## config.mk

```make
export PLATFORM = sky130hd
export DESIGN_NAME = pc_fetch_stage
export DESIGN_NICKNAME = d
export VERILOG_FILES = /design/src/rtl/pc_fetch_stage_pkg.sv /design/src/rtl/fetch_out_buf.sv /design/src/rtl/pc_fetch_stage.sv
export SDC_FILE = /design/constraint.sdc
export NUM_CORES = 1
export LEC_CHECK = 0
export ABC_CLOCK_PERIOD_IN_PS = 3970
export CORE_MARGIN = 3
export CORE_UTILIZATION = 25
export DETAILED_ROUTE_END_ITERATION = 8
export PLACE_DENSITY = 0.49
export SYNTH_ARGS = -nofsm -noshare
export SYNTH_HDL_FRONTEND = slang
export SYNTH_SLANG_ARGS = --single-unit
```

## constraint.sdc

```tcl
create_clock -name i_clk -period 3.97 [get_ports i_clk]
set_input_delay 0.5955 -clock i_clk [delete_from_list [all_inputs] [get_ports i_clk]]
set_output_delay 0.5955 -clock i_clk [all_outputs]
set_load 0.01 [all_outputs]
```

## src/rtl/pc_fetch_stage_pkg.sv

```systemverilog
// Shared fetch-side definitions: datapath defaults and fetch FSM encoding,
// also consumed by the next-PC mux and decode.
package pc_fetch_stage_pkg;

  localparam int unsigned       DEF_DATA_W   = 32;
  localparam logic [31:0]       DEF_RESET_PC = 32'h0000_0000;
  localparam int unsigned       DEF_PC_STEP  = 4;

  typedef enum logic [1:0] {
    StIdle    = 2'd0,
    StReq     = 2'd1,
    StWaitOut = 2'd2,
    StDrop    = 2'd3
  } fetch_state_e;

endpackage

```

## src/rtl/fetch_out_buf.sv

```systemverilog
// Single-entry valid/ready register holding {pc, instr} between fetch and decode.
module fetch_out_buf #(
  parameter int unsigned DATA_W = 32
) (
  input  logic              i_clk,
  input  logic              i_rst,
  input  logic              i_load,
  input  logic [DATA_W-1:0] i_load_pc,
  input  logic [DATA_W-1:0] i_load_instr,
  input  logic              i_consume,
  input  logic              i_flush,
  output logic              o_valid,
  output logic [DATA_W-1:0] o_pc,
  output logic [DATA_W-1:0] o_instr
);

  logic              r_valid;
  logic [DATA_W-1:0] r_pc;
  logic [DATA_W-1:0] r_instr;

  // Flush beats load beats consume; a load in the consume cycle keeps valid high.
  always_ff @(posedge i_clk) begin
    if (i_rst) begin
      r_valid <= 1'b0;
      r_pc    <= '0;
      r_instr <= '0;
    end else if (i_flush) begin
      r_valid <= 1'b0;
    end else if (i_load) begin
      r_valid <= 1'b1;
      r_pc    <= i_load_pc;
      r_instr <= i_load_instr;
    end else if (i_consume && r_valid) begin
      r_valid <= 1'b0;
    end
  end

  assign o_valid = r_valid;
  assign o_pc    = r_pc;
  assign o_instr = r_instr;

endmodule

```

## src/rtl/pc_fetch_stage.sv

```systemverilog
// Program counter and instruction fetch: held imem requests, redirect handling
// and a one-entry output buffer toward decode.
module pc_fetch_stage
  import pc_fetch_stage_pkg::*;
#(
  parameter int unsigned       DATA_W   = DEF_DATA_W,
  parameter logic [DATA_W-1:0] RESET_PC = DATA_W'(DEF_RESET_PC),
  parameter int unsigned       PC_STEP  = DEF_PC_STEP
) (
  input  logic              i_clk,
  input  logic              i_rst,
  input  logic              i_stall,
  input  logic              i_redirect_valid,
  input  logic [DATA_W-1:0] i_redirect_pc,
  output logic [DATA_W-1:0] o_pc_plus4,
  output logic              o_imem_req,
  output logic [DATA_W-1:0] o_imem_addr,
  input  logic              i_imem_ack,
  input  logic [DATA_W-1:0] i_imem_rdata,
  output logic              o_if_valid,
  output logic [DATA_W-1:0] o_if_pc,
  output logic [DATA_W-1:0] o_if_instr,
  input  logic              i_if_ready
);

  fetch_state_e      r_state;
  logic [DATA_W-1:0] r_pc;
  logic [DATA_W-1:0] r_req_addr;
  logic [DATA_W-1:0] r_pending;

  fetch_state_e      w_state_next;
  logic [DATA_W-1:0] w_pc_next;
  logic [DATA_W-1:0] w_req_addr_next;
  logic [DATA_W-1:0] w_pending_next;

  logic              w_buf_load;
  logic [DATA_W-1:0] w_buf_instr;
  logic              w_buf_flush;
  logic              w_buf_free;
  logic [DATA_W-1:0] w_redirect_aligned;
  logic [DATA_W-1:0] w_req_addr_step;

  assign w_buf_free         = !o_if_valid || i_if_ready;
  assign w_redirect_aligned = {i_redirect_pc[DATA_W-1:2], 2'b00};
  assign w_req_addr_step    = r_req_addr + DATA_W'(PC_STEP);

  always_ff @(posedge i_clk) begin
    if (i_rst) begin
      r_state    <= StIdle;
      r_pc       <= RESET_PC;
      r_req_addr <= RESET_PC;
      r_pending  <= '0;
    end else begin
      r_state    <= w_state_next;
      r_pc       <= w_pc_next;
      r_req_addr <= w_req_addr_next;
      r_pending  <= w_pending_next;
    end
  end

  always_comb begin
    w_state_next    = r_state;
    w_pc_next       = r_pc;
    w_req_addr_next = r_req_addr;
    w_pending_next  = r_pending;
    w_buf_load      = 1'b0;
    w_buf_instr     = i_imem_rdata;
    w_buf_flush     = i_redirect_valid;

    unique case (r_state)
      StIdle: begin
        // A redirect here only retargets pc; the next IDLE exit fetches from it.
        if (i_redirect_valid) begin
          w_pc_next = w_redirect_aligned;
        end else if (!i_stall) begin
          w_req_addr_next = r_pc;
          w_state_next    = StReq;
        end
      end
      StReq: begin
        if (i_redirect_valid) begin
          w_pc_next    = w_redirect_aligned;
          w_state_next = i_imem_ack ? StIdle : StDrop;
        end else if (i_imem_ack) begin
          if (w_buf_free) begin
            w_buf_load = 1'b1;
            w_pc_next  = w_req_addr_step;
            if (!i_stall) begin
              w_req_addr_next = w_req_addr_step;
            end else begin
              w_state_next = StIdle;
            end
          end else begin
            w_pending_next = i_imem_rdata;
            w_state_next   = StWaitOut;
          end
        end
      end
      StWaitOut: begin
        if (i_redirect_valid) begin
          w_pc_next    = w_redirect_aligned;
          w_state_next = StIdle;
        end else if (i_if_ready) begin
          w_buf_load   = 1'b1;
          w_buf_instr  = r_pending;
          w_pc_next    = w_req_addr_step;
          w_state_next = StIdle;
        end
      end
      StDrop: begin
        // Old request stays on the bus until acked; its data is thrown away.
        if (i_redirect_valid) begin
          w_pc_next = w_redirect_aligned;
        end
        if (i_imem_ack) begin
          w_state_next = StIdle;
        end
      end
      default: begin
        w_state_next = StIdle;
      end
    endcase
  end

  fetch_out_buf #(
    .DATA_W (DATA_W)
  ) u_out_buf (
    .i_clk        (i_clk),
    .i_rst        (i_rst),
    .i_load       (w_buf_load),
    .i_load_pc    (r_req_addr),
    .i_load_instr (w_buf_instr),
    .i_consume    (i_if_ready),
    .i_flush      (w_buf_flush),
    .o_valid      (o_if_valid),
    .o_pc         (o_if_pc),
    .o_instr      (o_if_instr)
  );

  assign o_pc_plus4  = r_pc + DATA_W'(PC_STEP);
  assign o_imem_req  = (r_state == StReq) || (r_state == StDrop);
  assign o_imem_addr = r_req_addr;

endmodule

```

==> metrics, run 1 <==
status complete, no violations; synthesized area 0.00822 mm2; gr ovfl total 0; clk root buf clkbuf_16; Final Wtd Congestion 0.855; Total Wirelength 30600 um; GRT met2 Usage 26.8%; Worst Setup Start Kind register; Area Overhead vs Synth 36.6%; r2r startpoint o_imem_addr[3]; minimum clock period 3.47 ns; Async SR Flop Fraction 0%; Hold Crit Start r_pending[30]; Final setup viols 0; post-CTS sizing 0; die area 0.0351 mm2; Reg2Reg Setup Slack 1.20 ns; Post-CTS Hold Buffers 0; first-pass GRT wire length about 48000 um; DR vias/cell between 5 and 6; utilization after layout 35.1%; largest family of logic cells by synthesized area simple AND/OR/NAND/NOR gates; Synth Area in Compound Gates 19.6%; worst hold slack about 0.45 ns; RSZ-0062 raised after global routing no; clk_lat worst skew 0.43 ns; DIE WIDTH 187 um; share of layout cells above drive strength 1 6.63%; Max Root-Sink Buffers 2; post-synthesis mux area share between 1.5 and 2%; PwrDens about 370 mW/mm2; fin. max-slew vios 0; Die Y ~190 um; XOR/XNOR share of the synthesized area 5.54%; Synth top cells by count nand2_1, dfxtp_1, a21oi_1, nor2_1, clkbuf_1; Seq/Total Area, Yosys between 30% and 40%; clock-pin slew on the worst setup and hold paths 0.07 ns; RR Endpoint o_imem_addr[28]; Fillers 3385; Leak approximately 3.7 nW; post-synthesis adder-cell area fraction 1.07%; worst vdd ir 0.000229 V; GRT busiest layer met2; most numerous cell in the Yosys netlist nand2_1; Top FF cell, synth dfxtp_1; Initial Util roughly a quarter; footprint of the multi-input gates ~0.0045 mm2; Post-synth EDFFs 0; clock sinks roughly 160; Placement Cell Area 0.0106 mm2; setup tns final 0 ns; GR Util All Layers roughly 17%; CORE AREA 0.0320 mm2; total CTS buffers 17; H-tree depth 4; Syn Area/Cell 7.70 um2; Reg area 0.00326 mm2; CTS tree done; initial antenna violation count 3; top post-synthesis cells by area dfxtp_1, nand2_1, a21oi_1; WHS Endpoint r_pending[30]; 1st-pass router iterations 5; Routed WL per cell 18.3 um; Slew HR 31.5%; WP data required ~3.4 ns; DRT iter0 DRCs about 510; Worst Setup End Kind primary output; Synthesis Warnings 0; cell taking the most area after synthesis dfxtp_1; Final Cycle Share between 80 and 90%; GR Layer Usage met3 4.93%; Least-Margin Pin Slew between 1 and 1.5 ns; met1 usage 23.0%; Buffers on Ports 197; CP Max Fanout 8; Synth cell types 64; Synth Area in Simple Gates 27.0%; flops & latches, synth between 150 and 200; clk_skew 0.0169 ns; total power approximately 4.2 mW; setup bufs post-CTS 0; WHS Path Cells 2; Max Cap Viol 0; # DRC 0; # IOs 200; hold violation total from the final report 0; FMAX between 200 and 300 MHz; ANT nets after route 0; final net count between 1000 and 1500; Tightest Hold Check Type register to register; Worst EP arrival 2.87 ns; # rows 65; kind of critical path register to primary output; largest net degree at the start of global routing 71; ANT cells 0; via count 8406; post-route cell area 0.0112 mm2; cells on worst reg2reg path 6; vias in the first global route 8029; top cell type's share of synthesized area 39.7%; dpl hpwl 21600 um; Syn Nets roughly 1100; Syn Inst Count 1067
layout make-up:
type                       instances  share of cell area, %
clock buffer                      19                   3.86
clock inverter                    13                   1.34
inverter                          16                  0.657
multi-input combinational        794                   40.2
sequential                       163                   29.1
tap                              435                   4.85
timing repair buffer             232                   20.0
worst max-delay path by stage:
stage,end,slack (ns),cells past startpoint,startpoint
2_1_floorplan,o_imem_addr[28],1.53,7,o_imem_addr[3]
3_3_place_gp,o_pc_plus4[31],1.03,6,r_pc[5]
3_5_place_dp,o_pc_plus4[31],0.99,6,r_pc[5]
4_1_cts,o_pc_plus4[31],0.50,6,r_pc[5]
5_1_grt,o_pc_plus4[25],0.40,6,r_pc[5]
6_report,o_pc_plus4[19],0.50,6,r_pc[5]
report_power, final:
part,internal (mW),total [mW],switching [mW]
registers,1.69,1.79,0.0992
logic,0.319,0.677,0.358
clock network,0.940,1.69,0.747
total,2.95,4.16,1.20
metal layers:
metal / wire (um) / vias to the layer above
met1: 14100 / 4009
met3: 2340 / 33
li1: - / 4097
met5: 38 / -
met2: 13700 / 261
met4: 378 / 6
cells by family (layout without fill, tap and decap cells):
| logic type | count (synthesis) | count (layout) |
|---|---|---|
| simple gates | 475 | 475 |
| compound gates | 247 | 247 |
| flops | 163 | 163 |
| buf+inv | 110 | 280 |
| xor+xnor | 52 | 52 |
| mux | 13 | 13 |
| fa+ha+maj | 7 | 7 |
critical path: stages (launching register included):
cell and delay (ns):
dfxtp_1 0.44, and4_1 0.35, nand4_1 0.20, nor2_1 0.50, nand4_1 0.18, xnor2_1 0.20, clkdlybuf4s50_1 0.56
cell usage in the layout (no fill, tap or decap), types with 3 or more instances in the layout:
master and count:
o21ai_0 32, a32o_1 3, clkdlybuf4s50_1 196, nand4_1 23, xnor2_1 35, nor4_1 7
a31oi_1 8, mux2i_1 11, nand2b_1 8, a21oi_1 104, o22ai_1 5, nor3_1 13
clkbuf_16 17, nor2b_1 6, and3_1 13, nor2_1 78, o32ai_1 8, o2bb2ai_1 5
ha_1 7, o221ai_1 14, inv_6 4, a2bb2oi_1 3, nand2_1 220, dfxtp_1 163
inv_1 15, a211oi_1 6, nand3_1 71, nand4_4 3, nor3b_1 5, and4_1 4
o211ai_1 4, a311oi_1 34, or3_1 3, clkinvlp_4 4, and2_1 6, buf_4 35
xor2_1 17
flip-flops by register name, indices dropped and copies added (netlist names):
name,count
o_imem_addr,32
r_pending,32
u_out_buf.o_pc,32
r_pc,32
u_out_buf.o_instr,32
u_out_buf.o_valid,1
r_state,2
through the flow:
stage               setup slack [ns]  cells
global placement                1.03   1640
global route                   0.396   1672
CTS                            0.498   1672
finish                         0.505   1672
detailed placement             0.989   1640
floorplan                       1.53   1067
Note: power is estimated with default switching activity, not from simulation.
==> run 2, diff against run 1 <==
Settings changed: ABC_CLOCK_PERIOD_IN_PS 3970 to unset.
==> results of run 2 <==
Same layout as run 1: the final DEF is identical, and so are final timing and power.
==> run 3, diff against run 2 <==
Settings changed: CELL_PAD_IN_SITES_DETAIL_PLACEMENT set to 0, CELL_PAD_IN_SITES_GLOBAL_PLACEMENT set to 2, PLACE_DENSITY 0.49 to 0.76.
==> run 3 against run 2 <==
Core utilization is 0.12 points lower; combinational power increased by 0.7%; final cell count hardly changed; routed wire length grew 2.8%; clock skew is essentially flat; sequential power hardly changed; sequential cell count did not move; non-clock buffer count down 1; design area fell by 0.35%; fmax decreased by 0.97%; critical path type unchanged; critical endpoint unchanged; highest routed layer unchanged.
==> metrics, run 3 (synthesis gave the netlist of run 1 again) <==
CP Max Fanout 8 (unchanged); GR Util All Layers 17.7% (was 16.9%); most common cell after layout, fill and taps aside nand2_1 (unchanged); cells on worst reg2reg path 8 (was 6); clk root buf clkbuf_16 (unchanged); critical-path cell list and4_1 > nand4_1 > nor2_1 > nand4_1 > xnor2_1 > clkdlybuf4s50_1 (unchanged); fin. max-slew vios 0 (unchanged); WHS Path Cells 2 (unchanged); fin worst setup slack 0.471 ns (was 0.505 ns); most frequent cells in the layout nand2_1, clkdlybuf4s50_1, dfxtp_1 (unchanged); vias in the first global route 8137 (was 8029); worst vdd ir 0.000212 V (was 0.000229 V); Final Cycle Share 88.1% (was 87.3%); CP dominant cell by count nand4_1 (unchanged); share of layout cells above drive strength 1 6.55% (was 6.63%); Buffers on Ports 197 (unchanged); kind of critical path register to primary output (unchanged); Routed WL per cell 18.8 um (was 18.3 um); hold violation total from the final report 0 (unchanged); Least-Margin Pin Slew 0.994 ns (was 1.02 ns); Area Overhead vs Synth 36.1% (was 36.6%); Placement Cell Area 0.0106 mm2 (about the same); Post-CTS Hold Buffers 0 (unchanged); max layer used met5 (unchanged); RSZ-0062 raised after global routing no (unchanged); WL met3 2130 um (was 2340 um); CTS tree done (unchanged); dpl hpwl 22000 um (was 21600 um); total CTS buffers 17 (unchanged); PwrDens 364 mW/mm2 (was 370 mW/mm2); setup bufs post-CTS 0 (unchanged); CP startpoint r_pc[5] (unchanged); non-filler instance count after layout 1671 (was 1672); DR vias/cell 4.98 (was 5.03); clk_skew 0.0172 ns (was 0.0169 ns); 1st-pass router iterations 4 (was 5); clock-pin slew on the worst setup and hold paths 0.08 ns (was 0.07 ns); status complete, no violations (unchanged); # rows 65 (unchanged); DRT iter0 DRCs 517 (was 505); # IOs 200 (unchanged); FMAX 286 MHz (was 289 MHz); WHS Endpoint u_out_buf.o_pc[0] (was r_pending[30]); Total Wirelength 31400 um (was 30600 um); Max Cap Viol 0 (unchanged); clock sinks 163 (unchanged); met1 wire length 14600 um (was 14100 um); Initial Util 25.7% (unchanged); Tightest Hold Check Type register to register (unchanged); r2r startpoint r_state[1] (was o_imem_addr[3]); RR Endpoint u_out_buf.o_instr[12] (was o_imem_addr[28]); gr ovfl total 0 (unchanged); # DRC 0 (unchanged); met2 WL post-DR 14100 um (was 13700 um); DIE WIDTH 187 um (unchanged); Reg2Reg Setup Slack 1.16 ns (was 1.20 ns); Worst EP arrival 2.90 ns (was 2.87 ns); via count 8315 (was 8406); Hold Crit Start u_out_buf.o_pc[0] (was r_pending[30]); ANT cells 0 (unchanged); Die Y 187 um (unchanged); largest net degree at the start of global routing 84 (was 71); clk_lat worst skew 0.43 ns (about the same); minimum clock period 3.50 ns (was 3.47 ns); Worst Setup Start Kind register (unchanged); final net count 1300 (was 1301); DP Cell Count 1639 (was 1640); Worst Setup End Kind primary output (unchanged); worst hold slack 0.456 ns (was 0.454 ns); post-route cell area 0.0112 mm2 (about the same); die area 0.0351 mm2 (unchanged); Slew HR 33.7% (was 31.5%); initial antenna violation count 2 (was 3); H-tree depth 4 (unchanged); Max Root-Sink Buffers 2 (unchanged); CP peak stage delay 0.56 ns (about the same); CORE AREA 0.0320 mm2 (unchanged); ANT nets after route 0 (unchanged); total power 4.07 mW (was 4.16 mW); Leak 3.70 nW (was 3.71 nW); post-CTS sizing 0 (unchanged); Final Wtd Congestion 0.820 (was 0.855); first-pass GRT wire length 49500 um (was 47800 um); utilization after layout 35.0% (was 35.1%); setup tns final 0 ns (unchanged); Slowest cell on crit path clkdlybuf4s50_1 (unchanged); WP data required 3.37 ns (about the same); pre-CTS setup slack 0.789 ns (was 0.989 ns); Final setup viols 0 (unchanged)
[run 3: cell count changes in the layout (fill, tap and decap cells not counted)]
| cell | before | now |
|---|---|---|
| bufinv_16 | 2 | 0 |
| inv_8 | 1 | 3 |
| clkinv_4 | 1 | 4 |
| buf_4 | 35 | 34 |
| clkinv_2 | 1 | 0 |
| clkinvlp_4 | 4 | 2 |
[run 3: worst max-delay path by stage]
stage / endpoint / slack (ns) / depth (start not counted)
after floorplan: o_imem_addr[28] / 1.53 / 7
after global placement: o_imem_addr[20] / 0.82 / 7
after detailed placement: o_imem_addr[20] / 0.79 / 7
after CTS: o_pc_plus4[19] / 0.47 / 6
after global routing: o_pc_plus4[19] / 0.32 / 6
final: o_pc_plus4[19] / 0.47 / 6
[run 3: area by class of cell]
cell class                      count  area [um2]
Multi-Input combinational cell    794        4520
Clock inverter                     13         119
Timing Repair Buffer              231        2240
Sequential cell                   163        3260
Fill cell                        3360       20800
Clock buffer                       19         433
Tap cell                          435         544
Inverter                           16        73.8
[run 3: routing by layer]
metal | GRT usage (%) | up-vias
li1 | - | 4102
met1 | 24.0 | 3932
met2 | 27.9 | 241
met3 | 4.65 | 36
met4 | 4.59 | 4
met5 | 0 | -
[run 3: critical path, delay by kind of cell, from the launching register on]
family	cells	cell delay, ns
DFF	1	0.44
xor gates and xnor gates	1	0.19
and+or+nand+nor	4	1.28
buffers and inverters	1	0.56
[run 3: power by group]
group          leakage [nW]  total (mW)  internal (mW)  switching, mW
combinational          2.11       0.682          0.319          0.363
sequential             1.32        1.79           1.69         0.0978
clock                 0.265        1.60          0.827          0.771
total                  3.70        4.07           2.84           1.23
